**src/rtl/bcd_pkg.sv**
```systemverilog
// bcd_pkg: shared state encoding and BCD helpers for the down-counter.
package bcd_pkg;
    typedef enum logic [1:0] {
        ST_IDLE    = 2'd0,
        ST_RUN     = 2'd1,
        ST_EXPIRED = 2'd2
    } state_t;
    localparam logic [3:0] BCD_MAX = 4'd9;
    function automatic logic is_bcd_nibble(input logic [3:0] n);
        return n <= BCD_MAX;
    endfunction
endpackage

```
**src/rtl/bcd_down_digit.sv**
```systemverilog
// bcd_down_digit: one BCD digit register with parallel load and borrow-chained decrement.
module bcd_down_digit
    import bcd_pkg::*;
(
    input  logic       clk,
    input  logic       rst,
    input  logic       load,
    input  logic [3:0] load_val,
    input  logic       borrow_in,
    output logic [3:0] digit,
    output logic       borrow_out
);
    logic [3:0] digit_q, digit_d;
    always_comb begin
        digit_d = digit_q;
        if (load)
            digit_d = load_val;
        else if (borrow_in)
            digit_d = (digit_q == 4'd0) ? BCD_MAX : digit_q - 4'd1;
    end
    always_ff @(posedge clk or negedge rst) begin
        if (!rst)
            digit_q <= 4'd0;
        else
            digit_q <= digit_d;
    end
    assign digit      = digit_q;
    assign borrow_out = (digit_q == 4'd0) & borrow_in;
endmodule

```
**src/rtl/bcd_down_counter.sv**
```systemverilog
// bcd_down_counter: multi-digit BCD countdown timer with validated load,
// optional auto-reload, a terminal-count pulse and a bad-load pulse.
module bcd_down_counter
    import bcd_pkg::*;
#(
    parameter int NUM_DIGITS = 2
) (
    input  logic                    clk,
    input  logic                    rst,
    input  logic                    en,
    input  logic                    load,
    input  logic [4*NUM_DIGITS-1:0] load_val,
    input  logic                    auto_reload,
    output logic [4*NUM_DIGITS-1:0] cnt,
    output logic                    busy,
    output logic                    done,
    output logic                    load_err
);
    localparam int W = 4*NUM_DIGITS;
    state_t         state_q, state_d;
    logic [W-1:0]   reload_q, reload_d;
    logic           done_q, done_d, err_q, err_d;
    logic           valid, do_load, counting, is_zero, dec, reload_now;
    logic [W-1:0]   digit_load_val;
    logic [NUM_DIGITS:0] borrow;
    always_comb begin
        valid = 1'b1;
        for (int i = 0; i < NUM_DIGITS; i++)
            valid = valid & is_bcd_nibble(load_val[4*i +: 4]);
    end
    assign do_load    = load & valid;
    assign counting   = (state_q == ST_RUN) & en;
    assign is_zero    = (cnt == '0);
    assign dec        = counting & ~is_zero & ~do_load;
    // A zero count in RUN only happens after a terminal count with auto_reload set.
    assign reload_now = counting & is_zero & ~do_load;
    assign digit_load_val = do_load ? load_val : reload_q;
    assign borrow[0]  = dec;
    genvar g;
    generate
        for (g = 0; g < NUM_DIGITS; g++) begin : g_digit
            bcd_down_digit u_digit (
                .clk        (clk),
                .rst        (rst),
                .load       (do_load | reload_now),
                .load_val   (digit_load_val[4*g +: 4]),
                .borrow_in  (borrow[g]),
                .digit      (cnt[4*g +: 4]),
                .borrow_out (borrow[g+1])
            );
        end
    endgenerate
    always_comb begin
        done_d   = dec & (cnt == W'(1));
        err_d    = load & ~valid;
        reload_d = do_load ? load_val : reload_q;
        state_d  = state_q;
        if (do_load)
            state_d = (load_val != '0) ? ST_RUN : ST_IDLE;
        else if (done_d & ~auto_reload)
            state_d = ST_EXPIRED;
    end
    always_ff @(posedge clk or negedge rst) begin
        if (!rst) begin
            state_q  <= ST_IDLE;
            reload_q <= '0;
            done_q   <= 1'b0;
            err_q    <= 1'b0;
        end else begin
            state_q  <= state_d;
            reload_q <= reload_d;
            done_q   <= done_d;
            err_q    <= err_d;
        end
    end
    assign busy     = (state_q == ST_RUN);
    assign done     = done_q;
    assign load_err = err_q;
endmodule

```
**config.mk**
```make
export PLATFORM = sky130hd
export DESIGN_NAME = bcd_down_counter
export DESIGN_NICKNAME = d
export VERILOG_FILES = /design/src/rtl/bcd_pkg.sv /design/src/rtl/bcd_down_digit.sv /design/src/rtl/bcd_down_counter.sv
export SDC_FILE = /design/constraint.sdc
export NUM_CORES = 1
export LEC_CHECK = 0
export CAP_MARGIN = 10
export CORE_ASPECT_RATIO = 0.6
export CORE_MARGIN = 5
export CORE_UTILIZATION = 40
export CTS_CLUSTER_SIZE = 12
export DETAILED_ROUTE_END_ITERATION = 10
export PLACE_DENSITY = 0.66
export SLEW_MARGIN = 5
export SYNTH_ARGS = -nofsm -noshare
export SYNTH_HDL_FRONTEND = slang
export SYNTH_SLANG_ARGS = --single-unit
```
**constraint.sdc**
```tcl
create_clock -name clk -period 5 [get_ports clk]
set_clock_uncertainty 0.1 [all_clocks]
set_input_delay 1 -clock clk [delete_from_list [all_inputs] [get_ports clk]]
set_output_delay 1 -clock clk [all_outputs]
set_load 0.01 [all_outputs]
```
# ---- After elaboration in Yosys (flattened, before gate mapping)
# Index checks and enable logic that the tools add are counted.
dict set report totals {
  ff_bits 20
  in_bits 13
  output_inout_bits 11
  elab_cells 45
}
dict set report classes {
  add_sub_neg 2
  n_lt_le_gt_ge 2
  n_eq_ne 2
  muxes 10
  n_bitwise 16
  n_reduce_logical 7
}
# op count
set op_table {}
lappend op_table {{4-bit 2-to-1 mux} 6}
lappend op_table {{1-bit bitwise AND} 11}
lappend op_table {{8-bit by 1-bit equality test with 1-bit output, second input constant} 1}
lappend op_table {{4-bit less-or-equal comparator, second input constant} 2}
lappend op_table {{4-bit logical NOT} 2}
lappend op_table {{8-bit logical NOT} 1}
lappend op_table {{8-bit 2-to-1 mux} 1}
lappend op_table {{8-bit nonzero test} 1}
lappend op_table {{4-bit by 1-bit subtractor with 4-bit output, second input constant} 2}
lappend op_table {{2-bit nonzero test} 3}
lappend op_table {{2-bit 2-to-1 mux} 2}
lappend op_table {{1-bit NOT} 4}
lappend op_table {{2-bit by 1-bit equality test with 1-bit output, second input constant} 1}
lappend op_table {{1-bit 2-to-1 mux} 1}
lappend op_table {{1-bit OR} 1}

# ---- Logic depth before layout (Yosys ltp)
# Gate-level depths: netlist of run 1.
dict set report logic_depth {
  word_depth 9
  mapped_depth 5
  ltp_nobuf 4
}

# ---- Modules after synthesis
# From an unflattened synthesis of run 1, not the netlist that was laid out.
dict set report hier_totals {
  cells_unflattened 86
  hier_area_um2 1009.7
}
# mod instances cells_each area_per_inst_um2 seq_area_each_um2
set by_module_without_submodules {}
lappend by_module_without_submodules {bcd_down_counter 1 42 546.8 300.3}
lappend by_module_without_submodules {bcd_down_digit 2 22 231.5 100.1}

# ---- Worst setup path after synthesis of run 1
# OpenSTA, ideal clock, no wires.
dict set report synth_path {
  path_type {input port to flip-flop}
  startpoint {in en}
  endpoint {reg g_digit[1].u_digit.digit_q[3]}
  arrival_time_ps 1944
  setup_slack_ps 2814
  cell_stages 4
  cell_sequence {nand4bb_1 or2_2 o41ai_1 a31oi_1}
}
dict set report synth_between {
  elab_chain_len 5
}
# item line
set synth_lines {}
lappend synth_lines {{from (decl)} bcd_down_counter.sv:10} ;# input logic en,
lappend synth_lines {{1-bit bitwise AND (*)} bcd_down_counter.sv:32} ;# assign counting = (state_q == ST_RUN) & en;
lappend synth_lines {{1-bit bitwise AND, on equally long branches (2 in series)} {bcd_down_counter.sv:36, bcd_down_counter.sv:34}}
lappend synth_lines {{1-bit OR or 1-bit bitwise AND (tied branches)} {bcd_down_counter.sv:45, bcd_down_digit.sv:28}}
lappend synth_lines {{4-bit 2-to-1 mux or 2-bit nonzero test (tied branches)} -}
lappend synth_lines {{to (signal assigned)} bcd_down_digit.sv:25} ;# digit_q <= digit_d;
lappend synth_lines {{to (decl)} bcd_down_digit.sv:13} ;# logic [3:0] digit_q, digit_d;
# Mark *: on every way between the ends. The rest lies on a longest branch, timed or not.
# A chain may end at the register's enable or synchronous reset.

# ---- Worst setup path in the final report of run 1
dict set report layout_path {
  startpoint {in load_val[5]}
  endpoint {reg reload_q[4]}
}
dict set report layout_between {
  elab_chain_len 4
}
# item line
set layout_lines {}
lappend layout_lines {{from (decl)} bcd_down_counter.sv:12} ;# input logic [4*NUM_DIGITS-1:0] load_val,
lappend layout_lines {{4-bit less-or-equal comparator} bcd_pkg.sv:10} ;# return n <= BCD_MAX;
lappend layout_lines {{1-bit bitwise AND} bcd_down_counter.sv:29} ;# valid = valid & is_bcd_nibble(load_val[4*i +: 4]);
lappend layout_lines {{1-bit bitwise AND} bcd_down_counter.sv:31} ;# assign do_load = load & valid;
lappend layout_lines {{8-bit 2-to-1 mux} -}
lappend layout_lines {{net digit_load_val[4]} bcd_down_counter.sv:24} ;# logic [W-1:0] digit_load_val;
lappend layout_lines {{to (signal assigned)} bcd_down_counter.sv:71} ;# reload_q <= reload_d;
lappend layout_lines {{to (decl)} bcd_down_counter.sv:21} ;# logic [W-1:0] reload_q, reload_d;
# The timed path passes the listed nets, and every way through them passes these cells.

==> out/summary.txt, run 1 <==
CP required - 5040 ps
Power Dens Cells - 372 mW/mm^2
post-cts gate resize count - 0
core area - 0.00249 mm^2
sw power - 0.162 mW
crit path from - load_val[5]
clock group share of total power - 0.214
Cells after Synth - 102
CP cell instances - clkdlybuf4s50_1 > o21ai_1 > nand3_1 > mux2_2
die width - 75.4 um
total track usage - 0.143
fin. max-slew vios - 0
antenna violations before repair - 0
Most used DFF post-synth - dfrtp_1
Longest Clk Path Bufs - 2
H-tree depth - 1
class of the worst hold path - reg -> reg
Synth Net Count - 115
HPWL after detailed placement - 1860 um
Placer Congestion - 0.842
sw frac - 0.331
Max-slew headroom - 0.401
MaxCap Viol Count - 0
multi-input logic area - 492 um^2
share of layout cells above drive strength 1 - 0.122
routed vias - 878
drt wl/cell - 15.9 um
Achievable Freq - 0.342 GHz
pin count of the biggest net entering global routing - 24
DIE AREA - 0.00371 mm^2
FF-to-FF End - g_digit[1].u_digit.digit[2]
Syn Std Cell Area - 0.00103 mm^2
Post-CTS Setup Bufs - 0
status - finished clean
Initial Utilization - 0.412
sequential power share - 0.476
CTS tree - built
vias in the first global route - 771
Fin. Hold Viols - 0
ant diodes - 0
setup tns final - 0 ps
Ports - 24
P&R area growth vs syn - 28.2%
DR pass1 iterations - 4
Min Clock Period, post-route - 2920 ps
crit end category - flop
Skew-Pair Late Insertion Delay - 260 ps
Worst-path clk slew - 70 ps
most frequent cells in the layout - clkdlybuf4s50_1, dfrtp_1, nand2_1, nor2_1, a31oi_1
worst reg2reg path depth - 4
CTS Hold Bufs - 0
Post-route DRC - 0
Power Total - 0.489 mW
fill cell count - 231
Antenna Nets Post-Route - 0
signal arrival time at the worst endpoint - 2970 ps
Placed Instances - 152
first-pass GRT wire length - 3990 um
Async SR Flop Fraction - 1.00
#FFs+latches synth - 20
Syn. warnings - 0
row count - 14
final setup vio count - 0
die span in y - 49.2 um
commonest non-fill, non-tap cell in the layout - clkdlybuf4s50_1
input/output buffers - 23
Final Non-Filler Cells - 155
WHS Endpoint - reload_q[1]
crit path buf inv count - 1
Nets - 138
CP max FO - 23
sequential element share of the synthesized area - 0.488
min-delay src - reload_q[1]
Internal - 0.327 mW
Avg Inst Size Synth - 10.1 um^2
reg2reg start - g_digit[0].u_digit.digit[0]
Worst-Margin Slew - 895 ps
CTS buffer count - 3
hold path depth - 2
Setup crit start kind - input pin
Cell variety after synth - 36
CP max-delay cell - nand3_1
crit share post-route - 0.585
FF-to-FF setup slack - 2940 ps
Comb pwr share - 0.311
RSZ-0062 raised after global routing - false
root buffer cell - clkbuf_8
Reg area - 500 um^2
Max VDD drop - 0.185 mV
final WL - 2460 um
P_leak - 0.537 nW
EDFF count, synth - 0
Initial DRC Count - 84
clock tree sinks - 20
Max stage delay on crit path - 680 ps
grt ovf - 0
CP Class - in -> reg
Vias/cell - 5.66
critical path's top delay family - simple AND/OR/NAND/NOR gates
-- stage by stage --
stage	hold slack (ps)	instance area [um^2]	util	setup WS, ps
floorplan	345	1030	-	2810
global placement	368	1270	0.512	1910
detailed placement	373	1270	0.512	1850
CTS	390	1320	0.529	2120
global route	422	1320	0.529	1910
finish	392	1320	0.529	2080
-- synthesized netlist by cell type, types with 3 or more instances --
cell type | count | share of area
a21oi_1 | 4 | 0.020
a31oi_1 | 7 | 0.043
dfrtp_1 | 20 | 0.49
inv_1 | 3 | 0.011
mux2_2 | 4 | 0.044
nand2_1 | 11 | 0.040
nor2_1 | 10 | 0.037
o21a_1 | 3 | 0.022
o21ai_0 | 3 | 0.015
o31ai_1 | 3 | 0.022
o41ai_1 | 3 | 0.026
or2_2 | 3 | 0.018
-- logic make-up after synthesis --
| group | synth area share |
|---|---|
| AOI/OAI and AO/OA | 0.191 |
| xor gates and xnor gates | 0.0171 |
| buffers and inverters | 0.0329 |
| DFF | 0.488 |
| muxes | 0.0439 |
| and+or+nand+nor | 0.227 |
-- per-layer routing --
metal | global-route usage | vias to the layer above | part of all wire
li1 | - | 426 | -
met5 | 0 | - | 0
met3 | 0.0514 | 2 | 0.084
met2 | 0.168 | 30 | 0.40
met1 | 0.241 | 420 | 0.51
met4 | 0.0262 | 0 | 0.0033
-- state kept, by name, indices dropped and copies added (netlist names) --
signal,flops
load_err,1
state_q,2
done,1
reload_q,8
g_digit.u_digit.digit,8
-- final cells by class --
class                           count  share of cell area
Multi-Input combinational cell     74               0.374
Timing Repair Buffer               23               0.175
Tap cell                           32              0.0304
Clock buffer                        3              0.0314
Inverter                            3             0.00856
Sequential cell                    20               0.381
-- how the worst max path moves through the flow --
stage | to | slack [ps] | cells after the start
final | reload_q[4] | 2080 | 4
after global routing | state_q[0] | 1910 | 5
after CTS | reload_q[4] | 2120 | 4
after detailed placement | reload_q[7] | 1850 | 4
after global placement | reload_q[5] | 1910 | 4
after floorplan | g_digit[1].u_digit.digit[3] | 2810 | 4
-- power groups by stage --
stage                     Sequential [mW]  Clock, mW  Combinational, mW
after detailed placement            0.235          0              0.153
after CTS                           0.232      0.106              0.154
final                               0.233      0.104              0.152
after global routing                0.240      0.113              0.165
after global placement              0.233          0              0.151
after floorplan                     0.229          0             0.0836
-- worst register-to-register path, stage by stage, from the launching register on --
cell       delay, ps
dfrtp_1          420
nand4bb_1        420
or2_2            460
o41ai_1          320
o21ai_0          200
Power figures use the tool's default switching activity.
==> run 2: changes to the inputs <==
Settings changed: PLACE_DENSITY 0.66 to 0.69.
Clock period 5 ns to 2.6 ns, I/O delays scaled along.
==> out/summary.txt, run 2 (synthesized netlist as in run 1, its figures left out) <==
clock tree sinks - 20 (unchanged)
Min Clock Period, post-route - 2080 ps
crit end category - output port
MaxCap Viol Count - 0 (unchanged)
die span in y - 49.2 um (unchanged)
critical path's top delay family - buffers and inverters
Setup crit start kind - flop
pin count of the biggest net entering global routing - 24 (unchanged)
drt wl/cell - 15.4 um (-2.7%)
Initial DRC Count - 46 (-45%)
Placer Congestion - 0.830 (-1.4%)
H-tree depth - 1 (unchanged)
Antenna Nets Post-Route - 0 (unchanged)
row count - 14 (unchanged)
input/output buffers - 23 (unchanged)
CP required - 1980 ps (-3060 ps)
first-pass GRT wire length - 4000 um (+0.35%)
Placed Instances - 155 (+2.0%)
Max VDD drop - 0.273 mV (+47%)
crit share post-route - 0.800
FF-to-FF setup slack - 790 ps (-2150 ps)
reg2reg start - g_digit[1].u_digit.digit[0]
vias in the first global route - 815 (+5.7%)
Longest Clk Path Bufs - 2 (unchanged)
routed vias - 880 (+0.23%)
class of the worst hold path - reg -> reg
commonest non-fill, non-tap cell in the layout - clkdlybuf4s50_1
setup tns final - 0 ps (unchanged)
P&R area growth vs syn - 30.4%
DIE AREA - 0.00371 mm^2 (unchanged)
DR pass1 iterations - 4 (unchanged)
Nets - 141 (+2.2%)
Max stage delay on crit path - 620 ps (-60 ps)
grt ovf - 0 (unchanged)
Skew-Pair Late Insertion Delay - 250 ps (about the same)
CTS buffer count - 3 (unchanged)
CP cell instances - clkdlybuf4s50_1
post-cts gate resize count - 0 (unchanged)
worst reg2reg path depth - 4 (unchanged)
CP Class - reg -> out
P_leak - 0.551 nW (+2.5%)
Power Dens Cells - 705 mW/mm^2 (+90%)
antenna violations before repair - 0 (unchanged)
Achievable Freq - 0.481 GHz
min-delay src - reload_q[6]
signal arrival time at the worst endpoint - 1460 ps (-1510 ps)
Worst-Margin Slew - 401 ps (-495 ps)
total track usage - 0.143 (-0.000541)
ant diodes - 0 (unchanged)
Vias/cell - 5.57 (-1.7%)
most frequent cells in the layout - clkdlybuf4s50_1, dfrtp_1, nand2_1, nor2_1, a31oi_1
root buffer cell - clkbuf_8
Post-CTS Setup Bufs - 0 (unchanged)
Fin. Hold Viols - 0 (unchanged)
RSZ-0062 raised after global routing - false
CTS Hold Bufs - 0 (unchanged)
status - finished clean
Post-route DRC - 0 (unchanged)
crit path buf inv count - 1 (unchanged)
WHS Endpoint - reload_q[6]
Worst-path clk slew - 70 ps (about the same)
hold path depth - 2 (unchanged)
Final Non-Filler Cells - 158 (+1.9%)
Ports - 24 (unchanged)
CP max-delay cell - clkdlybuf4s50_1
core area - 0.00249 mm^2 (unchanged)
Initial Utilization - 0.412 (unchanged)
HPWL after detailed placement - 1860 um (+0.40%)
FF-to-FF End - state_q[0]
final WL - 2440 um (-0.77%)
CP max FO - 9 (-61%)
final setup vio count - 0 (unchanged)
CTS tree - built
fin. max-slew vios - 0 (unchanged)
Max-slew headroom - 0.733 (+0.332)
share of layout cells above drive strength 1 - 0.143 (+0.0209)
die width - 75.4 um (unchanged)
run 2: worst max path at each step:
stage                                 from  cells past startpoint                     endpoint  slack [ps]
3_3_place_gp                            en                      5  g_digit[1].u_digit.digit[3]         460
5_1_grt        g_digit[0].u_digit.digit[1]                      1                       cnt[1]         450
3_5_place_dp                   load_val[2]                      5                  reload_q[0]         440
6_report       g_digit[0].u_digit.digit[1]                      1                       cnt[1]         520
4_1_cts        g_digit[0].u_digit.digit[1]                      1                       cnt[1]         510
2_1_floorplan  g_digit[0].u_digit.digit[0]                      4  g_digit[1].u_digit.digit[3]         890
run 2: layer usage:
metal	up-vias	global-route usage	wire, um
li1	426	-	-
met1	414	0.219	1160
met2	40	0.192	1050
met3	0	0.0514	227
met4	0	0.0233	0
met5	-	0	0
run 2: layout make-up:
| cell class | count | area, um^2 |
|---|---|---|
| Fill cell | 204 | 1150 |
| Sequential cell | 20 | 500 |
| Multi-Input combinational cell | 74 | 492 |
| Timing Repair Buffer | 26 | 253 |
| Clock buffer | 3 | 41.3 |
| Tap cell | 32 | 40.0 |
| Inverter | 3 | 11.3 |
run 2: power breakdown:
group	internal, mW	total (mW)	leakage [nW]	switching [mW]
Combinational	0.158	0.299	0.289	0.140
Clock	0.103	0.197	0.0216	0.0943
Sequential	0.372	0.447	0.241	0.0754
Total	0.633	0.943	0.551	0.310
run 2: through the flow:
stage               cell area, um^2  setup WS (ps)  power (mW)  hold WS (ps)   util
CTS                            1340            510       0.949           395  0.538
detailed placement             1300            440       0.750           378  0.521
finish                         1340            521       0.943           402  0.538
floorplan                      1030            890       0.601           124      -
global route                   1340            447       0.999           437  0.538
global placement               1300            465       0.745           377  0.521
==> run 3: changes to the inputs <==
Settings changed: PLACE_DENSITY 0.69 to 0.66.
Clock period 2.6 ns to 2.1 ns, I/O delays scaled along.
==> out/summary.txt, run 3 (synthesized netlist as in run 1, its figures left out) <==
Fin. Hold Viols - 0 (unchanged)
Vias/cell - 5.39 (-3.2%)
final setup vio count - 0 (unchanged)
total track usage - 0.156 (+0.0133)
commonest non-fill, non-tap cell in the layout - clkdlybuf4s50_1
H-tree depth - 1 (unchanged)
Setup crit start kind - flop
fin. max-slew vios - 0 (unchanged)
routed vias - 890 (+1.1%)
most frequent cells in the layout - clkdlybuf4s50_1, dfrtp_1, nand2_1, nor2_1, buf_4
DIE AREA - 0.00371 mm^2 (unchanged)
Max VDD drop - 0.365 mV (+34%)
MaxCap Viol Count - 0 (unchanged)
setup tns final - 0 ps (unchanged)
post-cts gate resize count - 0 (unchanged)
row count - 14 (unchanged)
HPWL after detailed placement - 1930 um (+3.7%)
Hold WS - 386 ps (-16.1 ps)
clock tree sinks - 20 (unchanged)
input/output buffers - 23 (unchanged)
class of the worst hold path - in -> async
drt wl/cell - 15.7 um (+1.6%)
first-pass GRT wire length - 4340 um (+8.4%)
CP max FO - 4 (-5)
Post-route DRC - 0 (unchanged)
status - finished clean
crit share post-route - 0.894
reg2reg start - g_digit[1].u_digit.digit[0]
final WL - 2590 um (+6.1%)
grt ovf - 0 (unchanged)
die span in y - 49.2 um (unchanged)
CTS Hold Bufs - 0 (unchanged)
Final Non-Filler Cells - 165 (+4.4%)
die width - 75.4 um (unchanged)
crit path from - state_q[0]
P&R area growth vs syn - 38.9%
Power Dens Cells - 940 mW/mm^2 (+33%)
CP required - 1580 ps (-400 ps)
Min Clock Period, post-route - 1880 ps
root buffer cell - clkbuf_8
P_leak - 0.599 nW (+8.8%)
share of layout cells above drive strength 1 - 0.188 (+0.0451)
FF-to-FF setup slack - 290 ps (-500 ps)
vias in the first global route - 833 (+2.2%)
Achievable Freq - 0.533 GHz
antenna violations before repair - 0 (unchanged)
fill cell count - 214 (+4.9%)
Worst-Margin Slew - 368 ps (-32.1 ps)
crit end category - output port
Ports - 24 (unchanged)
Antenna Nets Post-Route - 0 (unchanged)
Initial DRC Count - 99 (+120%)
Placed Instances - 161 (+3.9%)
ant diodes - 0 (unchanged)
CP Class - reg -> out
Placer Congestion - 0.867 (+4.4%)
core area - 0.00249 mm^2 (unchanged)
Worst-path clk slew - 80 ps (about the same)
worst reg2reg path depth - 4 (unchanged)
pin count of the biggest net entering global routing - 24 (unchanged)
Skew-Pair Late Insertion Delay - 260 ps (about the same)
CTS tree - built
Nets - 147 (+4.3%)
Post-CTS Setup Bufs - 0 (unchanged)
DR pass1 iterations - 4 (unchanged)
CTS buffer count - 3 (unchanged)
Max-slew headroom - 0.752 (+0.0191)
Initial Utilization - 0.412 (unchanged)
RSZ-0062 raised after global routing - false
signal arrival time at the worst endpoint - 1360 ps (-100 ps)
FF-to-FF End - state_q[0]
Longest Clk Path Bufs - 2 (unchanged)
run 3: cell count changes in the layout (fill, tap and decap cells not counted):
cell / previous run / this run
buf_12: 0 / 1
bufinv_16: 0 / 1
buf_4: 3 / 8
run 3: worst max path at each step:
stage               cells after the start                           to
floorplan                               4  g_digit[1].u_digit.digit[3]
global placement                        5  g_digit[1].u_digit.digit[3]
detailed placement                      5  g_digit[1].u_digit.digit[3]
CTS                                     2                         busy
global route                            2                         busy
finish                                  2                         busy
run 3: routing by layer:
metal  global-route usage  vias up  wire length [um]
met4               0.0349        0                21
met2                0.203       32              1060
met3               0.0473        5               189
met5                    0        -                 0
li1                     -      440                 -
met1                0.246      413              1320
run 3: where the power goes:
group	internal, mW	switching (mW)	total, mW
registers	0.460	0.0810	0.541
clock network	0.255	0.138	0.392
logic	0.213	0.193	0.406
total	0.928	0.412	1.34
run 3: cell type report:
cell class | instances | area, um^2 | share of cell area
clock buffer | 3 | 41.3 | 0.0290
clock inverter | 1 | 30.0 | 0.0211
inverter | 3 | 11.3 | 0.00790
multi-input combinational | 74 | 492 | 0.345
sequential | 20 | 500 | 0.351
tap | 32 | 40.0 | 0.0281
timing repair buffer | 32 | 310 | 0.218
run 3: critical path, cell delays in order (launching register included):
cell             delay (ps)
dfrtp_1                 380
nor2b_1                 160
clkdlybuf4s50_1         550
run 3: through the flow:
stage / cell area [um^2] / utilization / total power [mW] / setup WS (ps)
after detailed placement: 1350 / 0.544 / 0.951 / 65.8
after CTS: 1430 / 0.573 / 1.34 / 219
final: 1430 / 0.573 / 1.34 / 222
after global placement: 1350 / 0.544 / 0.939 / 132
after floorplan: 1030 / - / 0.745 / 390
after global routing: 1430 / 0.573 / 1.41 / 164
